<file path="src/rtl/sram_pkg.sv">
// Shared geometry and FSM state type for the SRAM bank controller.
package sram_pkg;

  localparam int unsigned ADDR_W = 5;
  localparam int unsigned DATA_W = 16;
  localparam int unsigned DEPTH  = 2 ** ADDR_W;

  typedef enum logic [1:0] {
    IDLE,
    DRIVE,
    RESP
  } state_e;

endpackage

</file>
<file path="src/rtl/sram_addr_dec.sv">
// Row address to one-hot word-line decode.
// The output is all zeros when the decoder is not enabled.
module sram_addr_dec #(
  parameter int unsigned ADDR_W = sram_pkg::ADDR_W,
  parameter int unsigned DEPTH  = sram_pkg::DEPTH
) (
  input  logic              en_i,
  input  logic [ADDR_W-1:0] addr_i,
  output logic [DEPTH-1:0]  onehot_o
);

  always_comb begin
    onehot_o = '0;
    if (en_i) onehot_o[addr_i] = 1'b1;
  end

endmodule

</file>
<file path="src/rtl/sram_bank_ctrl.sv">
// Two-port request front end for a 2-port SRAM bank.
// Pairs of reads are merged into one access; any write serializes port A then port B.
module sram_bank_ctrl #(
  parameter int unsigned ADDR_W = sram_pkg::ADDR_W,
  parameter int unsigned DATA_W = sram_pkg::DATA_W,
  parameter int unsigned DEPTH  = 2 ** ADDR_W
) (
  input  logic              srclkpos,
  input  logic              srrstneg,
  input  logic              reqA_valid,
  input  logic              reqA_we,
  input  logic [ADDR_W-1:0] reqA_addr,
  input  logic [DATA_W-1:0] reqA_wdata,
  input  logic              reqB_valid,
  input  logic              reqB_we,
  input  logic [ADDR_W-1:0] reqB_addr,
  input  logic [DATA_W-1:0] reqB_wdata,
  output logic              req_ready,
  output logic [DEPTH-1:0]  wordA,
  output logic [DEPTH-1:0]  wordB,
  output logic              ReadEn,
  output logic              WriteEn,
  output logic [DATA_W-1:0] in,
  input  logic [DATA_W-1:0] outA,
  input  logic [DATA_W-1:0] outB,
  output logic [DATA_W-1:0] rdataA,
  output logic [DATA_W-1:0] rdataB,
  output logic              rvalidA,
  output logic              rvalidB,
  output logic              wackA,
  output logic              wackB
);

  sram_pkg::state_e r_state, w_state_nxt;

  logic              r_live;
  logic              r_cur_we, r_cur_a, r_cur_b;
  logic [ADDR_W-1:0] r_cur_addr_a, r_cur_addr_b;
  logic [DATA_W-1:0] r_cur_wdata;
  logic              r_pend, r_pend_we;
  logic [ADDR_W-1:0] r_pend_addr;
  logic [DATA_W-1:0] r_pend_wdata;
  logic [DATA_W-1:0] r_rdata_a, r_rdata_b;
  logic              r_rvalid_a, r_rvalid_b, r_wack_a, r_wack_b;
  logic              w_acc_a, w_acc_b, w_drive;

  // r_live keeps req_ready low until the first edge after reset release
  assign req_ready = r_live && (r_state == sram_pkg::IDLE);
  assign w_acc_a   = req_ready & reqA_valid;
  assign w_acc_b   = req_ready & reqB_valid;
  assign w_drive   = (r_state == sram_pkg::DRIVE);

  always_comb begin
    w_state_nxt = r_state;
    unique case (r_state)
      sram_pkg::IDLE:  if (w_acc_a || w_acc_b) w_state_nxt = sram_pkg::DRIVE;
      sram_pkg::DRIVE: w_state_nxt = sram_pkg::RESP;
      sram_pkg::RESP:  w_state_nxt = r_pend ? sram_pkg::DRIVE : sram_pkg::IDLE;
      default:         w_state_nxt = sram_pkg::IDLE;
    endcase
  end

  always_ff @(posedge srclkpos or negedge srrstneg) begin
    if (!srrstneg) begin
      r_state <= sram_pkg::IDLE;
      r_live  <= 1'b0;
    end else begin
      r_state <= w_state_nxt;
      r_live  <= 1'b1;
    end
  end

  // Single-port and write ops carry the same address on both word lines
  always_ff @(posedge srclkpos or negedge srrstneg) begin
    if (!srrstneg) begin
      r_cur_we     <= 1'b0;
      r_cur_a      <= 1'b0;
      r_cur_b      <= 1'b0;
      r_cur_addr_a <= '0;
      r_cur_addr_b <= '0;
      r_cur_wdata  <= '0;
      r_pend       <= 1'b0;
      r_pend_we    <= 1'b0;
      r_pend_addr  <= '0;
      r_pend_wdata <= '0;
    end else if (r_state == sram_pkg::IDLE && (w_acc_a || w_acc_b)) begin
      if (w_acc_a && w_acc_b && !reqA_we && !reqB_we) begin
        r_cur_we     <= 1'b0;
        r_cur_a      <= 1'b1;
        r_cur_b      <= 1'b1;
        r_cur_addr_a <= reqA_addr;
        r_cur_addr_b <= reqB_addr;
        r_cur_wdata  <= reqA_wdata;
        r_pend       <= 1'b0;
      end else if (w_acc_a) begin
        r_cur_we     <= reqA_we;
        r_cur_a      <= 1'b1;
        r_cur_b      <= 1'b0;
        r_cur_addr_a <= reqA_addr;
        r_cur_addr_b <= reqA_addr;
        r_cur_wdata  <= reqA_wdata;
        r_pend       <= w_acc_b;
        r_pend_we    <= reqB_we;
        r_pend_addr  <= reqB_addr;
        r_pend_wdata <= reqB_wdata;
      end else begin
        r_cur_we     <= reqB_we;
        r_cur_a      <= 1'b0;
        r_cur_b      <= 1'b1;
        r_cur_addr_a <= reqB_addr;
        r_cur_addr_b <= reqB_addr;
        r_cur_wdata  <= reqB_wdata;
        r_pend       <= 1'b0;
      end
    end else if (r_state == sram_pkg::RESP && r_pend) begin
      r_cur_we     <= r_pend_we;
      r_cur_a      <= 1'b0;
      r_cur_b      <= 1'b1;
      r_cur_addr_a <= r_pend_addr;
      r_cur_addr_b <= r_pend_addr;
      r_cur_wdata  <= r_pend_wdata;
      r_pend       <= 1'b0;
    end
  end

  always_ff @(posedge srclkpos or negedge srrstneg) begin
    if (!srrstneg) begin
      r_rdata_a  <= '0;
      r_rdata_b  <= '0;
      r_rvalid_a <= 1'b0;
      r_rvalid_b <= 1'b0;
      r_wack_a   <= 1'b0;
      r_wack_b   <= 1'b0;
    end else begin
      r_rvalid_a <= w_drive & r_cur_a & ~r_cur_we;
      r_rvalid_b <= w_drive & r_cur_b & ~r_cur_we;
      r_wack_a   <= w_drive & r_cur_a & r_cur_we;
      r_wack_b   <= w_drive & r_cur_b & r_cur_we;
      if (w_drive && r_cur_a && !r_cur_we) r_rdata_a <= outA;
      if (w_drive && r_cur_b && !r_cur_we) r_rdata_b <= outB;
    end
  end

  assign rdataA  = r_rdata_a;
  assign rdataB  = r_rdata_b;
  assign rvalidA = r_rvalid_a;
  assign rvalidB = r_rvalid_b;
  assign wackA   = r_wack_a;
  assign wackB   = r_wack_b;

  assign ReadEn  = w_drive & ~r_cur_we;
  assign WriteEn = w_drive & r_cur_we;
  assign in      = (w_drive && r_cur_we) ? r_cur_wdata : '0;

  sram_addr_dec #(.ADDR_W(ADDR_W), .DEPTH(DEPTH)) u_dec_a (
    .en_i     (w_drive),
    .addr_i   (r_cur_addr_a),
    .onehot_o (wordA)
  );

  sram_addr_dec #(.ADDR_W(ADDR_W), .DEPTH(DEPTH)) u_dec_b (
    .en_i     (w_drive),
    .addr_i   (r_cur_addr_b),
    .onehot_o (wordB)
  );

endmodule

</file>
<file path="config.mk">
export PLATFORM = sky130hd
export DESIGN_NAME = sram_bank_ctrl
export DESIGN_NICKNAME = d
export VERILOG_FILES = /design/src/rtl/sram_pkg.sv /design/src/rtl/sram_addr_dec.sv /design/src/rtl/sram_bank_ctrl.sv
export SDC_FILE = /design/constraint.sdc
export NUM_CORES = 1
export LEC_CHECK = 0
export ABC_AREA = 1
export BUFFER_PORTS_ARGS = -buffer_cell sky130_fd_sc_hd__buf_2
export CAP_MARGIN = 25
export CORE_MARGIN = 5
export CORE_UTILIZATION = 42
export CTS_CLUSTER_DIAMETER = 50
export DETAILED_ROUTE_END_ITERATION = 12
export PLACE_DENSITY = 0.72
export SLEW_MARGIN = 20
export SYNTH_ARGS = -nofsm -noshare
export SYNTH_HDL_FRONTEND = slang
export SYNTH_HIERARCHICAL = 1
export SYNTH_SLANG_ARGS = --single-unit
</file>
<file path="constraint.sdc">
create_clock -name srclkpos -period 4.1 [get_ports srclkpos]
set_input_delay 0.205 -clock srclkpos [delete_from_list [all_inputs] [get_ports srclkpos]]
set_output_delay 0.205 -clock srclkpos [all_outputs]
set_load 0.02 [all_outputs]
</file>
**Word level (Yosys, flattened, before mapping)**

Index checks and enable logic that the tools add are counted.

- Logic and storage cells: 92
- Register bits after elaboration: 91

- Mux-type cells: 35
- Bitwise gates (word level): 12
- Reductions and logical operators: 20
- Eq/ne operators: 3
- Order comparisons: 4

Operators with widths:

| operator | number |
|---|---|
| $mux 16 | 5 |
| $mux 32 | 2 |
| $mux 5 | 6 |
| $mux 1 | 18 |
| $logic_and 1x1->1 | 13 |
| $lt 5x6->1 const B | 2 |
| $and 1x1->1 | 10 |
| $demux 1 s5 | 2 |
| $ge 5x1->1 const B | 2 |
| $pmux 2 s3 | 1 |
| $logic_not 1->1 | 3 |
| $reduce_and 3->1 | 1 |
| $eq 2x1->1 const B | 1 |
| $eq 2x2->1 const B | 1 |
| $logic_not 2->1 | 1 |
| $mux 2 | 1 |
| $ne 2x1->1 const B | 1 |
| $not 1->1 | 2 |
| $reduce_bool 2->1 | 1 |
| $logic_or 1x1->1 | 1 |

**Logic depth before layout (Yosys ltp)**

Gate-level depths: netlist of run 1.

- Word-level depth: 8
- Depth in mapped cells: 9

**Cells and area by module**

Netlist of run 1, hierarchy kept.

Modules (own cells, without submodules):

| module | area each (µm²) | cells each | times used |
|---|---|---|---|
| sram_bank_ctrl | 4154.0 | 503 | 1 |
| sram_addr_dec | 200.2 | 50 | 2 |

**Worst setup path after synthesis of run 1**

OpenSTA, ideal clock, no wires.

- Path type: register -> output
- Start: reg r_state[1]
- End: out in[10]
- Required time: 3895 ps
- Path slack: 2140 ps
- Buffers on the path: 1
- Arrival time: 1755 ps
- Cell stages (with the launch flop): 7
- Path through: dfrtp_1 nor2_2 inv_2 nor2_1 inv_2 buf_2 nor2_1

- Longest elaborated chain between the ends: 3

RTL lines:

| element | line | text |
|---|---|---|
| start: declaration | sram_bank_ctrl.sv:34 | `sram_pkg::state_e r_state, w_state_nxt;` |
| start signal: assignment | sram_bank_ctrl.sv:65 | `r_state <= sram_pkg::IDLE;` |
| start signal: assignment | sram_bank_ctrl.sv:68 | `r_state <= w_state_nxt;` |
| $eq 2x1->1 | sram_bank_ctrl.sv:51 | `assign w_drive = (r_state == sram_pkg::DRIVE);` |
| net w_drive | sram_bank_ctrl.sv:45 | `logic w_acc_a, w_acc_b, w_drive;` |
| $logic_and 1x1->1 | sram_bank_ctrl.sv:153 | `assign in = (w_drive && r_cur_we) ? r_cur_wdata : '0;` |
| $mux 16 | sram_bank_ctrl.sv:153 |  |
| end: declaration | sram_bank_ctrl.sv:23 | `output logic [DATA_W-1:0] in,` |

The timed path passes the listed nets, and every way through them passes these cells.

**Final worst setup path of run 1**

- Start: reg r_state[1]
- End: reg r_cur_addr_b[2]

- Longest elaborated chain between the ends: 8

RTL lines:

| element | line | text |
|---|---|---|
| $logic_not 2->1 | sram_bank_ctrl.sv:48, sram_bank_ctrl.sv:86 |  |
| $logic_and 1x1->1 | sram_bank_ctrl.sv:48 | `assign req_ready = r_live && (r_state == sram_pkg::IDLE);` |
| $and 1x1->1 (on tied branches) | sram_bank_ctrl.sv:49, sram_bank_ctrl.sv:50 |  |
| $logic_and 1x1->1 (3 in series) | sram_bank_ctrl.sv:87 | `if (w_acc_a && w_acc_b && !reqA_we && !reqB_we) begin` |
| $mux 5 | sram_bank_ctrl.sv:87 |  |
| $mux 5 | sram_bank_ctrl.sv:86 | `end else if (r_state == sram_pkg::IDLE && (w_acc_a \|\| w_acc_b)) begin` |
| end signal: assignment | sram_bank_ctrl.sv:92 | `r_cur_addr_b <= reqB_addr;` |
| end signal: assignment | sram_bank_ctrl.sv:100 | `r_cur_addr_b <= reqA_addr;` |
| end signal: assignment | sram_bank_ctrl.sv:111 | `r_cur_addr_b <= reqB_addr;` |
| end: declaration | sram_bank_ctrl.sv:38 | `logic [ADDR_W-1:0] r_cur_addr_a, r_cur_addr_b;` |

Parallel ways exist; a longest one is shown, timed or not.
A chain may end at the register's enable or synchronous reset.

==> reports/results.tsv, run 1 <==
metric	value	unit
end_kind	flop	
ir_drop	0.000279	V
hold_violations	0	
cts_tree	done	
worst_path_max_delay_cell	nor2_4	
clock.fmax	0.441	GHz
reg2regPathDepth	6	
clockRootBuffer	clkbuf_8	
r2r_setup_slack	1.83	ns
start_util	0.424	
synth-seq-area-share	0.500	
hp-class	primary input to flop	
synth_ff_type	dfrtp_1	
criticalPathCategory	flop to flop	
post_dp_cell_area	0.00560	mm^2
antenna_cells	0	
place.gp.congestion	0.839	
yosysTopAreaCell	dfrtp_1	
clock_latency	0.35	ns
final_area	0.00582	mm^2
synthArstFlopShare	1.00	
placed_cells	921	
status	finished clean	
dr.pass1.iters	5	
synth_cell_types	26	
drt_wl_total	12.4	mm
crit_buf_inv	0	
synth_area	0.00455	mm^2
grt_max_degree	50	
cp-startpoint	r_state[1]$_DFFE_PN0P_	
setup_viol	0	
fp-row-count	38	
period_minus_slack	2.27	ns
drv_slew	0	
post-place-ws	1.80	ns
leakagePower	3.28	nW
worst_pin_slew	0.923	ns
r2r_end	r_cur_addr_b[2]$_DFFE_PN0P_	
synth_area_leaders	dfrtp_1 50%, nand2_1 18%, nor2_1 8.2%	
synth_edf_count	0	
p_int	1.96	mW
fin_skew	0.0132	ns
clk_pin_slew	0.08	ns
rsz0062_at_grt	false	
syn_avg_cell_area	7.55	um^2
max_stage_delay	0.85	ns
dieArea	0.0130	mm^2
drc	0	
crit_family	simple AND/OR/NAND/NOR gates	
routedWlPerCell	13.2	um
synth_top_cell_area_share	0.500	
pin_count	199	
critPathRequiredTime	4.32	ns
cts_resized	0	
final_cells	938	
drtAntennaViolNets	0	
die_h	114	um
drive_gt1_frac	0.298	
area_delta_synth_final	27.8	%
dr_total_vias	4487	
cp.depth	6	
grt_pass1_vias	4211	
p_comb_frac	0.368	
cts_max_level	3	
viasPerCell	4.78	
crit_path_end	r_cur_addr_b[2]$_DFFE_PN0P_	
power_density	563	mW/mm^2
synth_seq_cells	91	
cts_hold_buf	1	
cts_setup_buffers	0	
grt_pass1_wl	19.6	mm
drt_iter0_markers	361	
r2r_start	r_state[1]$_DFFE_PN0P_	
cap_violations	0	
overflow	0	
power.switching	1.32	mW
port_buffers	198	
period_share	0.554	
synth_warnings	6	
die_w	114	um
clockBufferDepth	2	
seqPwrFrac	0.439	
relSlewSlack	0.383	
grt_usage	0.183	
switching_share	0.402	
final_nets	873	
start_kind	flop	
fin_tns_setup	0	ns
core-area	0.0107	mm^2
clkPwrFrac	0.193	
antenna_found_initial	0	
cp_cell_sequence	nor2_4 > nand3_4 > nor2_4 > nand2_1 > nand3_2 > a21oi_2	
timing.final.ws_setup	1.83	ns
cts_num_sinks	91	
synth_cells	603	
cp_common_cell	nor2_4	
crit_arrival	2.49	ns
cts_made_buffers	9	
dp_hpwl	9.06	mm
synth_nets	683	
crit_fanout	49	
-- worst min path at each step --
stage / start / end / cells past startpoint / slack [ns]
2_1_floorplan: srrstneg / r_cur_a$_DFFE_PN0P_ / 0 / -0.09
3_3_place_gp: outA[15] / rdataA[15]$_DFFE_PN0P_ / 3 / 0.40
4_1_cts: outA[0] / rdataA[0]$_DFFE_PN0P_ / 3 / 0.04
6_report: outA[14] / rdataA[14]$_DFFE_PN0P_ / 3 / 0.05
3_5_place_dp: srrstneg / rdataA[0]$_DFFE_PN0P_ / 1 / 0.26
5_1_grt: outA[0] / rdataA[0]$_DFFE_PN0P_ / 3 / 0.04
-- worst reg2reg max path: stages (launching register included) --
cell	delay, ns
dfrtp_1	0.45
nor2_4	0.15
nand3_4	0.36
nor2_4	0.86
nand2_1	0.15
nand3_2	0.13
a21oi_2	0.05
-- metal layers --
metal	vias to the layer above	part of all wire	global-route usage	routed length (um)
li1	2238	-	-	-
met1	2063	0.45	0.251	5560
met2	173	0.46	0.294	5760
met3	13	0.074	0.0328	911
met4	0	0.013	0.0610	160
met5	-	0	0	0
-- synth_stat cells (4+ instances only) --
| cell | number |
|---|---|
| a21oi_1 | 13 |
| o211ai_1 | 21 |
| dfrtp_1 | 91 |
| inv_2 | 4 |
| inv_1 | 62 |
| o21ai_0 | 31 |
| buf_2 | 10 |
| nor2_1 | 100 |
| nand2_1 | 215 |
| nand3_1 | 24 |
-- area by class of cell --
| cell class | count | area (um^2) |
|---|---|---|
| fillers | 1046 | 4920 |
| flip-flops and latches | 91 | 2280 |
| well taps | 140 | 175 |
| repair buffers | 200 | 1030 |
| clock buffers | 12 | 165 |
| clock inverters | 4 | 47.5 |
| multi-input cells | 423 | 1870 |
| inverters | 68 | 260 |
-- through the flow --
stage               utilization  hold WS [ns]  power (mW)
finish                    0.542        0.0521        3.28
detailed placement        0.521         0.256        2.67
floorplan                     -       -0.0906        2.25
global route              0.542        0.0430        3.52
global placement          0.519         0.402        2.62
CTS                       0.542        0.0364        3.31
-- placed cells by master, fill, tap and decap left out, drive strengths merged --
| cell type | Yosys | layout |
|---|---|---|
| nand2 | 219 | 219 |
| buf | 18 | 199 |
| nor2 | 106 | 106 |
| dfrtp | 91 | 91 |
| inv | 68 | 68 |
| o21ai | 31 | 31 |
| nand3 | 28 | 28 |
| o211ai | 21 | 21 |
| a21oi | 16 | 16 |
| clkbuf | 3 | 12 |
| clkinv | 0 | 2 |
| o21bai | 1 | 1 |
| bufinv | 0 | 1 |
| clkinvlp | 0 | 1 |
| dlygate4sd3 | 0 | 1 |
| conb | 1 | 1 |
-- registers in the layout, summed over array words and instances (netlist names), 2 cells and up --
register and cells:
r_cur_wdata 16, r_pend_wdata 16, rdataA 16, rdataB 16, r_cur_addr_a 5, r_cur_addr_b 5
r_pend_addr 5, r_state 2
-- power by group through the flow --
stage	Sequential, mW	Combinational (mW)	Clock, mW
global placement	1.44	1.18	0
detailed placement	1.46	1.21	0
finish	1.44	1.21	0.633
global route	1.49	1.34	0.695
floorplan	1.63	0.622	0
CTS	1.44	1.22	0.655
-- cells by family after synthesis --
| family | count (synthesis) | synth area share |
|---|---|---|
| DFF | 91 | 0.500 |
| other | 1 | 0.000823 |
| AOI/OAI and AO/OA | 69 | 0.0920 |
| and+or+nand+nor | 353 | 0.316 |
| buffers and inverters | 89 | 0.0915 |
No activity file was read; power rests on OpenSTA's default activity.
==> run 2: changes to the inputs <==
clock period = 2.12 ns   (was 4.1 ns; I/O delays follow)
==> reports/results.tsv, run 2 (synthesis gave the netlist of run 1 again) <==
metric	value	unit	change
post-place-ws	0.508	ns	-1.30 ns
layout_commonest_cell	nand2_1		
dr.pass1.iters	5		unchanged
period_share	0.892		
post_dp_cell_area	0.00565	mm^2	+0.89%
fin_tns_setup	0	ns	unchanged
area_delta_synth_final	39.8	%	
drc	0		unchanged
criticalPathCategory	flop to output port		
hp-start	outB[0]		
port_buffers	198		unchanged
crit_arrival	1.78	ns	-0.71 ns
dr_total_vias	4783		+6.6%
critPathRequiredTime	2.01	ns	-2.31 ns
relSlewSlack	0.621		+0.238
clockRootBuffer	clkbuf_8		
cts_resized	0		unchanged
reg2regPathDepth	7		+1
rsz0062_at_grt	false		
place.gp.congestion	0.848		+1.1%
cts_tree	done		
routedWlPerCell	13.6	um	+2.9%
start_util	0.424		unchanged
dieArea	0.0130	mm^2	unchanged
fp-row-count	38		unchanged
seqPwrFrac	0.428		-0.011
max_stage_delay	0.46	ns	-0.39 ns
clk_pin_slew	0.09	ns	about the same
worst_pin_slew	0.568	ns	-0.355 ns
crit_fanout	8		-84%
crit_family	simple AND/OR/NAND/NOR gates		
min_path_cells	3		unchanged
power	6.55	mW	+100%
grt_pass1_vias	4684		+11%
final_cells	991		+5.7%
cts_made_buffers	9		unchanged
die_h	114	um	unchanged
p_int	3.95	mW	+100%
leakagePower	3.52	nW	+7.2%
overflow	0		unchanged
p_comb_frac	0.373		+0.005
drtAntennaViolNets	0		unchanged
start_kind	flop		
crit_buf_inv	2		+2
final_cell_mix	215 x nand2_1, 197 x buf_2, 100 x nor2_1, 91 x dfrtp_1, 62 x inv_1		
cp-startpoint	r_state[1]$_DFFE_PN0P_		
clkPwrFrac	0.198		+0.005
ir_drop	0.000683	V	+150%
r2r_start	r_state[1]$_DFFE_PN0P_		
cap_violations	0		unchanged
core-area	0.0107	mm^2	unchanged
cts_max_level	3		unchanged
fin_skew	0.00786	ns	-0.00539 ns
viasPerCell	4.83		+0.90%
cp_cell_sequence	nor2_2 > buf_4 > nand3_1 > nor2_1 > buf_2		
timing.final.ws_setup	0.230	ns	-1.60 ns
power_density	1030	mW/mm^2	+83%
cp.depth	5		-1
worst_path_max_delay_cell	dfrtp_1		
switching_share	0.396		-0.00550
grt_pass1_wl	21.7	mm	+10%
drt_wl_total	13.5	mm	+8.8%
placed_cells	927		+0.65%
hp-class	primary input to flop		
period_minus_slack	1.89	ns	
setup_viol	0		unchanged
drv_slew	0		unchanged
antenna_cells	0		unchanged
dp_hpwl	9.48	mm	+4.6%
clock_latency	0.34	ns	about the same
drive_gt1_frac	0.286		-0.0127
antenna_found_initial	0		unchanged
final_area	0.00636	mm^2	+9.3%
clockBufferDepth	2		unchanged
fillerInstances	954		-8.8%
die_w	114	um	unchanged
clock.fmax	0.529	GHz	
grt_max_degree	49		-2.0%
cts_num_sinks	91		unchanged
power.switching	2.59	mW	+97%
end_kind	output port		
grt_usage	0.201		+0.0179
drt_iter0_markers	302		-16%
pin_count	199		unchanged
final_nets	927		+6.2%
status	finished clean		
hold_violations	0		unchanged
[run 2: path summary, 6_finish.rpt]
kind / end / slack (ns)
setup / recovery: wordB[14] / 0.23
hold / removal: rdataB[0]$_DFFE_PN0P_ / 0.01
setup reg to reg: r_cur_addr_b[4]$_DFFE_PN0P_ / 0.50
hold reg to reg: rdataB[8]$_DFFE_PN0P_ / 0.48
max in group asynchronous: r_pend_addr[4]$_DFFE_PN0P_ / 1.16
min in group asynchronous: rdataA[3]$_DFFE_PN0P_ / 0.30
[run 2: per-stage QoR]
step | hold WS (ns) | util
2_1_floorplan | -0.190 | -
3_3_place_gp | 0.130 | 0.526
3_5_place_dp | 0.136 | 0.526
4_1_cts | 0.00439 | 0.592
5_1_grt | 0.0273 | 0.592
6_report | 0.0121 | 0.592
[run 2: power by group through the flow]
stage	registers, mW	logic, mW	clock network, mW
floorplan	3.15	1.20	0
global placement	2.80	2.29	0
detailed placement	2.83	2.37	0
CTS	2.79	2.45	1.34
global route	2.88	2.72	1.41
finish	2.80	2.45	1.30
[run 2: area by class of cell]
class                           count  area [um^2]  area share
Timing Repair Buffer              254         1560       0.245
Tap cell                          140          175      0.0275
Inverter                           68          260      0.0409
Sequential cell                    91         2280       0.358
Clock inverter                      4         73.8      0.0116
Multi-Input combinational cell    423         1870       0.293
Clock buffer                       11          151      0.0238
[run 2: timing repair]
action                                 4_1_cts  5_1_grt
endpoints found under the hold margin       91        0
hold buffers                                49        0
setup buffers                                0        0
[run 2: worst reg2reg max path, stage by stage, from the launching register on]
cell	delay, ns
dfrtp_1	0.46
nor2_4	0.15
nand2_2	0.09
a21oi_4	0.32
inv_2	0.11
nand2_2	0.20
nor2_1	0.08
a21oi_1	0.13
[run 2: per-layer routing]
layer,vias to the layer above,track usage,part of all wire
met4,0,0.0546,0.010
met1,2234,0.274,0.43
li1,2337,-,-
met5,-,0,0
met3,13,0.0317,0.073
met2,199,0.335,0.48
==> run 3: changes to the inputs <==
CORE_ASPECT_RATIO = 2   (was not set)
==> reports/results.tsv, run 3 (synthesis gave the netlist of run 1 again) <==
metric	value	unit	change
viasPerCell	4.85		+0.40%
antenna_found_initial	0		unchanged
ir_drop	0.000555	V	-19%
status	finished clean		
drt_wl_total	13.8	mm	+2.5%
core-area	0.0105	mm^2	-1.9%
drv_slew	0		unchanged
drive_gt1_frac	0.289		+0.00371
cts_max_level	3		unchanged
drt_iter0_markers	133		-56%
grt_usage	0.205		+0.00443
clock_latency	0.33	ns	about the same
clock.fmax	0.519	GHz	-1.9%
placed_cells	925		-0.22%
fin_skew	0.00730	ns	-0.000552 ns
r2r_end	r_cur_addr_a[4]$_DFFE_PN0P_		
relSlewSlack	0.481		-0.140
drc	0		unchanged
hp-class	primary input to flop		
critPathRequiredTime	2.01	ns	about the same
period_minus_slack	1.93	ns	+0.0365 ns
hold_violations	0		unchanged
seq_area	0.00228	mm^2	unchanged
overflow	0		unchanged
cp-startpoint	r_state[1]$_DFFE_PN0P_		
reg2regPathDepth	8		+1
clockBufferDepth	2		unchanged
cts_tree	done		
place.gp.congestion	0.852		+0.48%
final_nets	922		-0.54%
clockRootBuffer	clkbuf_16		
port_buffers	198		unchanged
r2r_start	r_state[1]$_DFFE_PN0P_		
timing.final.ws_setup	0.193	ns	-0.0365 ns
grt_pass1_wl	22.1	mm	+2.1%
dp_hpwl	10.3	mm	+8.6%
period_share	0.909		+0.0172
crit_arrival	1.82	ns	+0.04 ns
start_kind	flop		
cap_violations	0		unchanged
holdWs	0.00627	ns	-0.00586 ns
pin_count	199		unchanged
die_h	157	um	+38%
die_w	83.6	um	-27%
antenna_cells	0		unchanged
crit_path_end	in[2]		
dr.pass1.iters	4		-1
fillerInstances	937		-1.8%
clk_pin_slew	0.06	ns	-0.03 ns
cts_num_sinks	91		unchanged
criticalPathCategory	flop to output port		
fp-row-count	53		+39%
fin_tns_setup	0	ns	unchanged
post-place-ws	0.436	ns	-0.0725 ns
drtAntennaViolNets	0		unchanged
setup_viol	0		unchanged
dieArea	0.0132	mm^2	+0.97%
cts_made_buffers	9		unchanged
area_delta_synth_final	40.6	%	
grt_max_degree	61		+24%
routedWlPerCell	14.0	um	+3.2%
power_density	1090	mW/mm^2	+5.9%
grt_pass1_vias	4827		+3.1%
layout_commonest_cell	nand2_1		
end_kind	output port		
rsz0062_at_grt	false		
worst_pin_slew	0.778	ns	+0.210 ns
final_cells	984		-0.71%
final_cell_mix	215 x nand2_1, 197 x buf_2, 100 x nor2_1, 91 x dfrtp_1, 62 x inv_1		
multiInputGateArea	0.00187	mm^2	+0.27%
r2r_setup_slack	0.50	ns	about the same
dr_total_vias	4768		-0.31%
power	6.98	mW	+6.5%
crit_fanout	18		+10
leakagePower	3.54	nW	+0.72%
cts_setup_buffers	0		unchanged
start_util	0.432		+0.00810
==> run 3: final cells by class <==
| type | instances | area share |
|---|---|---|
| Tap cell | 137 | 0.0268 |
| Inverter | 68 | 0.0406 |
| Clock buffer | 10 | 0.0373 |
| Clock inverter | 6 | 0.0137 |
| Timing Repair Buffer | 249 | 0.234 |
| Sequential cell | 91 | 0.356 |
| Multi-Input combinational cell | 423 | 0.292 |
==> run 3: worst min-delay path by stage <==
stage	from	endpoint	cells past startpoint
final	reqB_wdata[3]	r_pend_wdata[3]$_DFFE_PN0P_	3
after global routing	reqB_wdata[1]	r_pend_wdata[1]$_DFFE_PN0P_	3
after CTS	reqB_wdata[1]	r_pend_wdata[1]$_DFFE_PN0P_	3
after detailed placement	srrstneg	rdataA[10]$_DFFE_PN0P_	1
after global placement	srrstneg	rdataA[7]$_DFFE_PN0P_	1
after floorplan	srrstneg	r_cur_a$_DFFE_PN0P_	0
==> run 3: per-stage QoR <==
step	utilization	area, um^2
4_1_cts	0.607	6400
6_report	0.607	6400
3_5_place_dp	0.535	5640
3_3_place_gp	0.535	5640
2_1_floorplan	-	4550
5_1_grt	0.607	6400
==> run 3: where the power goes <==
group | internal, mW | switching [mW] | leakage [nW] | total [mW]
Combinational | 0.835 | 1.61 | 2.27 | 2.44
Clock | 1.07 | 0.650 | 0.163 | 1.72
Sequential | 2.39 | 0.425 | 1.11 | 2.82
Total | 4.29 | 2.68 | 3.54 | 6.98
==> run 3: metal layers <==
layer | vias to the layer above | routed length [um] | GRT usage
met5 | - | 0 | 0
met3 | 24 | 760 | 0.0325
met4 | 0 | 349 | 0.0913
met2 | 182 | 7650 | 0.397
li1 | 2332 | - | -
met1 | 2230 | 5050 | 0.215
==> run 3: timing repair <==
action                                  4_1_cts  5_1_grt
resized for setup                             0        1
endpoints found under the hold margin       101        0
endpoints found under the setup margin        0       17
hold buffers                                 43        0
==> run 3: worst max-delay path, stage by stage, from the launching register on <==
cell,delay (ns)
dfrtp_1,0.46
nor2_4,0.23
inv_2,0.08
nor2_1,0.15
inv_2,0.18
nor2_1,0.19
buf_2,0.19
